## config.mk

```make
export PLATFORM = sky130hd
export DESIGN_NAME = delay_slot_ctrl
export DESIGN_NICKNAME = d
export VERILOG_FILES = /design/src/rtl/sparc_ctrl_pkg.sv /design/src/rtl/cti_resolve.sv /design/src/rtl/delay_slot_ctrl.sv
export SDC_FILE = /design/constraint.sdc
export NUM_CORES = 1
export LEC_CHECK = 0
export CAP_MARGIN = 0
export CORE_ASPECT_RATIO = 0.7
export CORE_MARGIN = 5
export CORE_UTILIZATION = 48
export CTS_BUF_LIST = sky130_fd_sc_hd__clkbuf_16
export DETAILED_ROUTE_END_ITERATION = 12
export PLACE_DENSITY = 0.81
export SLEW_MARGIN = 20
export SYNTH_ARGS = -nofsm -noshare
export SYNTH_HDL_FRONTEND = slang
export SYNTH_SLANG_ARGS = --single-unit
```

## constraint.sdc

```tcl
create_clock -name clk -period 4.3 [get_ports clk]
set_input_delay 0.86 -clock clk [delete_from_list [all_inputs] [get_ports clk]]
set_output_delay 0.86 -clock clk [all_outputs]
set_load 0.02 [all_outputs]
```

## src/rtl/sparc_ctrl_pkg.sv

```systemverilog
// Shared encodings for the SPARC PC/nPC control path: CTI kinds, PC mux
// selects, Bicc condition constants and the delay-slot FSM state type.
package sparc_ctrl_pkg;

  localparam logic [1:0] CTI_BICC = 2'b00;
  localparam logic [1:0] CTI_CALL = 2'b01;
  localparam logic [1:0] CTI_JMPL = 2'b10;
  localparam logic [1:0] CTI_RSVD = 2'b11;

  localparam logic [1:0] PCSEL_NPC = 2'b00;
  localparam logic [1:0] PCSEL_TA  = 2'b01;
  localparam logic [1:0] PCSEL_ALU = 2'b10;

  localparam logic [3:0] COND_BA = 4'b1000;
  localparam logic [3:0] COND_BN = 4'b0000;

  typedef enum logic [1:0] {
    IDLE  = 2'b00,
    DELAY = 2'b01,
    ANNUL = 2'b10
  } state_e;

endpackage

```

## src/rtl/cti_resolve.sv

```systemverilog
// Combinational taken/annul decision for a CTI in ID, following the SPARC
// delayed-branch annul-bit rules.
module cti_resolve
  import sparc_ctrl_pkg::*;
(
  input  logic [1:0] i_cti_kind,
  input  logic [3:0] i_cond_code,
  input  logic       i_cond_true,
  input  logic       i_annul_bit,
  output logic       o_taken,
  output logic       o_annul
);

  logic w_is_bicc;
  logic w_is_ba;
  logic w_is_bn;

  // Non-Bicc transfers are unconditional; BA always, BN never, others on icc.
  always_comb begin
    w_is_bicc = (i_cti_kind == CTI_BICC);
    w_is_ba   = (i_cond_code == COND_BA);
    w_is_bn   = (i_cond_code == COND_BN);
    o_taken   = !w_is_bicc | w_is_ba | (!w_is_bn & i_cond_true);
    // a=1 annuls an untaken branch, and BA,a even though it is taken.
    o_annul   = w_is_bicc & i_annul_bit & (!o_taken | w_is_ba);
  end

endmodule

```

## src/rtl/delay_slot_ctrl.sv

```systemverilog
// Control end of the PC/nPC register: resolves CTIs in ID, drives the PC mux
// select and load enable, tracks the delay slot and requests annulment.
// Optional build macro: DELAY_SLOT_DCTI_TRAP_EN adds illegal_dcti and turns a
// CTI in a delay slot into a flagged non-CTI instead of a DCTI couple.
module delay_slot_ctrl
  import sparc_ctrl_pkg::*;
#(
  parameter int unsigned PERF_W = 16
) (
  input  logic              clk,
  input  logic              reset,
  input  logic              stall,
  input  logic              cti_valid,
  input  logic [1:0]        cti_kind,
  input  logic [3:0]        cond_code,
  input  logic              cond_true,
  input  logic              annul_bit,
  output logic [1:0]        pc_mux_sel,
  output logic              pc_le,
  output logic              squash_if,
  output logic              in_delay_slot,
`ifdef DELAY_SLOT_DCTI_TRAP_EN
  output logic              illegal_dcti,
`endif
  output logic [PERF_W-1:0] taken_count
);

  state_e              r_state;
  state_e              w_state_next;
  logic [PERF_W-1:0]   r_taken_count;
  logic                w_taken;
  logic                w_annul;
  logic                w_accepted;
  logic                w_act;
  logic                w_count_inc;

  cti_resolve u_cti_resolve (
    .i_cti_kind  (cti_kind),
    .i_cond_code (cond_code),
    .i_cond_true (cond_true),
    .i_annul_bit (annul_bit),
    .o_taken     (w_taken),
    .o_annul     (w_annul)
  );

  // Acceptance gate; reset is folded in so outputs are quiet while it is held.
  always_comb begin
    w_accepted = cti_valid & !stall & !reset & (r_state != ANNUL) & (cti_kind != CTI_RSVD);
`ifdef DELAY_SLOT_DCTI_TRAP_EN
    illegal_dcti = w_accepted & (r_state == DELAY);
    w_act        = w_accepted & (r_state != DELAY);
`else
    w_act        = w_accepted;
`endif
    w_count_inc  = w_act & w_taken & (r_taken_count != {PERF_W{1'b1}});
  end

  // Zero-latency outputs from the current decision and state.
  always_comb begin
    pc_mux_sel = PCSEL_NPC;
    if (w_act & w_taken) begin
      pc_mux_sel = (cti_kind == CTI_JMPL) ? PCSEL_ALU : PCSEL_TA;
    end
    pc_le         = !reset & !stall;
    squash_if     = w_act & w_annul;
    in_delay_slot = (r_state == DELAY);
    taken_count   = r_taken_count;
  end

  // Next state; DELAY resolves a new CTI exactly like IDLE (DCTI couple).
  always_comb begin
    w_state_next = r_state;
    if (!stall) begin
      case (r_state)
        IDLE, DELAY: begin
          if (w_act & w_annul) begin
            w_state_next = ANNUL;
          end else if (w_act & w_taken) begin
            w_state_next = DELAY;
          end else begin
            w_state_next = IDLE;
          end
        end
        ANNUL:   w_state_next = IDLE;
        default: w_state_next = IDLE;
      endcase
    end
  end

  // State register.
  always_ff @(posedge clk or posedge reset) begin
    if (reset) begin
      r_state <= IDLE;
    end else begin
      r_state <= w_state_next;
    end
  end

  // Saturating taken-transfer counter.
  always_ff @(posedge clk or posedge reset) begin
    if (reset) begin
      r_taken_count <= '0;
    end else if (w_count_inc) begin
      r_taken_count <= r_taken_count + {{(PERF_W-1){1'b0}}, 1'b1};
    end
  end

endmodule

```

* Word-level counts from Yosys, hierarchy flattened
Cells that the tools add are included.
** Storage, ports and cells
- Bits in latches :: 0
- Memories kept :: 0
- Memory bits (writable) :: 0
- Bits in read-only memories :: 0
- Register bits :: 18
- Logic and storage cells :: 37
- Input port bits :: 12
** Operators by class
- Divide/modulo/power cells :: 0
- Add/subtract/negate cells :: 1
- Shift-type cells :: 0
- Multiply operators :: 0
- Reduce and logical (&&, ||, !) cells :: 9
- Bitwise gates (word level) :: 14
- $lt $le $gt $ge :: 0
- Muxes and demuxes :: 5
- Equality and inequality tests :: 6
** Operators by type and width (count)
- $add 16x1->16 const B :: 1
- $ne 16x16->1 const B :: 1
- $and 1x1->1 :: 11
- $mux 2 :: 4
- $logic_not 1->1 :: 5
- $eq 4x4->1 const B :: 1
- $logic_not 2->1 :: 2
- $logic_not 4->1 :: 1
- $ne 2x2->1 const B :: 2
- $or 1x1->1 :: 3
- $eq 2x1->1 const B :: 1
- $eq 2x2->1 const B :: 1
- $reduce_or 2->1 :: 1
- $mux 1 :: 1

* Longest topological paths before layout
- Word-level depth :: 10
- Gate-level depth with buffers :: 6
- Mapped depth without buffers :: 6

* Modules after synthesis
From an unflattened synthesis, not the netlist that was laid out.
** Second synthesis, totals
- Cell total of the unflattened synthesis :: 93
- Area total of the unflattened synthesis :: 1071.0 um^2
** Modules (own cells, without submodules)
- delay_slot_ctrl :: cells an instance 88, times used 1, sequential area each 450.4 um^2, area each 1038.5 um^2
- cti_resolve :: cells an instance 5, times used 1, sequential area each 0.0 um^2, area each 32.5 um^2

* Worst setup path after synthesis
No wires, ideal clock.
- Kind :: in2out
- Start :: input stall
- End :: output squash_if
- Data arrival time :: 2.308 ns
- Required time :: 3.440 ns
- Stages :: 4
- Path slack :: 1.132 ns
- Path through :: nor2_1 > and4_1 > nand2_1 > nor4_1
** On the way
- Word-level cells in the longest chain between the ends :: 6
** RTL lines
- start, declared :: RTL line delay_slot_ctrl.sv:12 : input logic stall,
- $logic_not 1->1
- $and 1x1->1 (4 in series) :: RTL line delay_slot_ctrl.sv:48 : w_accepted = cti_valid & !stall & !reset & (r_state != ANNUL) & (cti_kind != CTI_RSVD);
- $and 1x1->1 :: RTL line delay_slot_ctrl.sv:65 : squash_if = w_act & w_annul;
- end, declared :: RTL line delay_slot_ctrl.sv:20 : output logic squash_if,
No other way between the ends.

* Worst setup path after layout
- Start :: input cti_kind[1]
- End :: output squash_if
** On the way
- Word-level cells in the longest chain between the ends :: 8
- Elaborated cells between the ends (all ways) :: 11
** RTL lines
- start, declared :: RTL line delay_slot_ctrl.sv:14 : input logic [1:0] cti_kind,
- $logic_not 2->1 :: RTL line cti_resolve.sv:20 : w_is_bicc = (i_cti_kind == CTI_BICC);
- $logic_not 1->1 :: RTL line cti_resolve.sv:23 : o_taken = !w_is_bicc | w_is_ba | (!w_is_bn & i_cond_true);
- $or 1x1->1 (2 in series) :: RTL line cti_resolve.sv:23
- $logic_not 1->1 :: RTL line cti_resolve.sv:25 : o_annul = w_is_bicc & i_annul_bit & (!o_taken | w_is_ba);
- $or 1x1->1 :: RTL line cti_resolve.sv:25
- $and 1x1->1 :: RTL line cti_resolve.sv:25
- $and 1x1->1 (*) :: RTL line delay_slot_ctrl.sv:65
Mark *: on every way between the ends. The rest lies on a longest branch, timed or not.

==> results.cfg <==
[run_status]
outcome = finished clean

[yosys]
synthCells = 89
ys_seq_elements = 18
synthTopCellsByArea = dfrtp_1 45%, xnor2_1 7.0%, nor4_4 6.4%
synthFlopType = dfrtp_1
ys_types = 29
syn_nets = 102
synth_most_common_cell = dfrtp_1
syn_avg_cell_area_um2 = 11.2
yosysTopAreaCellShare = 0.451
ys_warn_count = 0
async_flop_share = 1.00
syn-cell-area_um2 = 998
yosysTopAreaCell = dfrtp_1
ys_top_cells_by_count = 18 x dfrtp_1, 9 x nand2_1, 8 x xnor2_1
ys_seq_area_frac = 0.451
synth_edf_count = 0

[sta]
tns_ns = 0
max_slew.worst_pin.slew_ns = 0.663
setup_viol = 0
finalHoldViolCount = 0
rsz0062_at_grt = no
maxSlewViolCount = 0
fmax_ghz = 0.264
max_slew_margin = 0.557
fin_crit_ns = 3.79
fin_crit_sh = 0.882
clock_skew_ns = 0.00258

[routing]
drc_errors = 0
ant_nets = 0
dr.first_iter.drc_count = 18
first_pass_iters = 4
wl_um = 2220
avgViaCountPerCell = 5.42
num_vias = 797
wl_per_cell_um = 15.1

[final_layout]
multi_input_area_um2 = 518
final_util = 0.741
syn_to_final_growth_pct = 42.4
fillers = 133
nNetsFinal = 139
regArea_um2 = 450
layout-drive-gt1-share = 0.104
diodes = 0

[cts]
clk_pin_slew_worst_paths_ns = 0.05
cts.sinks = 18
ctsHoldBuffers = 0
cts_tree = yes
cts_buffers = 3
h-tree-depth = 1
clkLatencyLatePin_ns = 0.24
cts-root-buf = clkbuf_16
cts_setup_buffers = 0
postCtsResizedCells = 0
clock_path_buffers = 2

[min_path]
hold_class = register to register

[worst_setup_path]
endpoint = squash_if
crit_fanout = 5
ff2ff_path_depth = 5
cp_top_family = buffers and inverters
rrSetupSlack_ns = 2.45
crit_type = input pin to primary output
worstPathRequired_ns = 3.44
worst-path-buf-inv = 2
crit_start = cti_kind[1]
cp-start-kind = input pin
worstPathCellList = clkdlybuf4s50_1 -> nand2_1 -> and4_1 -> nand2_1 -> nor4_1 -> clkdlybuf4s50_1
cp_data_arrival_time_ns = 2.93
cp_slowest_cell = clkdlybuf4s50_1
r2r_end = taken_count[1]
regToRegStartpoint = taken_count[0]
cp.depth = 6
endpoint_kind = primary output
cpPeakStageDelay_ns = 0.71

[power]
leakage_nw = 0.613
worst_ir_drop_vdd_mv = 0.344
power.density_nw_per_um2 = 355

[die]
initial_core_util = 0.520
rows = 13
dieArea_um2 = 3110
io_pins = 33
core_um2 = 1920
die_y_um = 48.2
die_x_um = 64.5

[global_routing]
grt_max_degree = 19
antenna_found_initial = 0
grt-ovfl-total = 0
grt_pass1_wl_um = 3560
grt_usage = 0.156
grt_pass1_vias = 815

[placement]
place_congestion = 0.776
place_hpwl_um = 1750
place.port_buffers = 32

[job]
maxCapViolCount = 0
==> worst min-delay path by stage <==
stage / from / to / cells past startpoint
floorplan: r_state[0] / r_state[0] / 2
global placement: taken_count[6] / taken_count[6] / 1
detailed placement: taken_count[9] / taken_count[9] / 1
CTS: taken_count[9] / taken_count[9] / 1
global route: taken_count[9] / taken_count[9] / 1
finish: taken_count[13] / taken_count[13] / 1
==> placed cells by master, fill, tap and decap left out <==
master,netlist,routed
inv_1,5,5
nand3_1,4,4
buf_4,0,1
clkinv_1,0,1
xnor2_1,8,8
a21oi_1,1,1
nor4_1,1,1
mux2_2,1,1
nor2_2,1,1
o31ai_1,1,1
nor3_2,1,1
nor4b_4,1,1
nor2_1,3,3
a211oi_4,1,1
nand4_1,5,5
o31a_1,1,1
o311ai_1,1,1
and4_1,2,2
mux2i_1,1,1
nor4_4,3,3
mux2_1,1,1
nor3_1,4,4
nand2_1,9,9
clkdlybuf4s50_1,0,32
nand2b_1,2,2
ha_1,1,1
clkbuf_16,0,3
xor2_1,6,6
dfrtp_1,18,18
nand4_2,1,1
and3_1,4,4
nor2b_1,1,1
==> flip-flops by register name, summed over array words and instances (netlist names) <==
register,cells
r_state,2
taken_count,16
==> layout make-up <==
class,instances,area share
tap,22,0.0194
clock buffer,3,0.0528
sequential,18,0.317
timing repair buffer,33,0.231
multi-input combinational,65,0.364
clock inverter,1,0.00264
inverter,5,0.0132
==> where the power goes <==
group | switching, mW | leakage (nW) | internal (mW) | total, mW
Combinational | 0.0541 | 0.340 | 0.0585 | 0.113
Clock | 0.0577 | 0.0385 | 0.123 | 0.181
Sequential | 0.0241 | 0.234 | 0.187 | 0.211
Total | 0.136 | 0.613 | 0.369 | 0.505
==> per-layer routing <==
metal	share of wire	up-vias	track usage
met5	0	-	0
met4	0.013	0	0.0756
met3	0.053	4	0.0507
met1	0.43	375	0.181
li1	-	389	-
met2	0.50	29	0.275
==> cell families after synthesis <==
| kind of cell | after synthesis | share of synthesized area |
|---|---|---|
| compound gates | 5 | 0.0501 |
| fa+ha+maj | 1 | 0.0125 |
| xor+xnor | 14 | 0.123 |
| flops | 18 | 0.451 |
| simple gates | 42 | 0.301 |
| mux | 3 | 0.0326 |
| buf+inv | 6 | 0.0301 |
==> metrics by stage <==
stage                     worst slack [ns]  area (um2)  std cells  hold slack [ns]  power (mW)
after global routing                 0.396        1420        147            0.521       0.528
after floorplan                       1.13         998         89            0.456       0.265
after detailed placement             0.534        1340        143            0.498       0.327
after CTS                            0.517        1420        147            0.507       0.510
after global placement               0.628        1340        143            0.497       0.321
final                                0.510        1420        147            0.507       0.505
(Power assumes the default switching activity.)
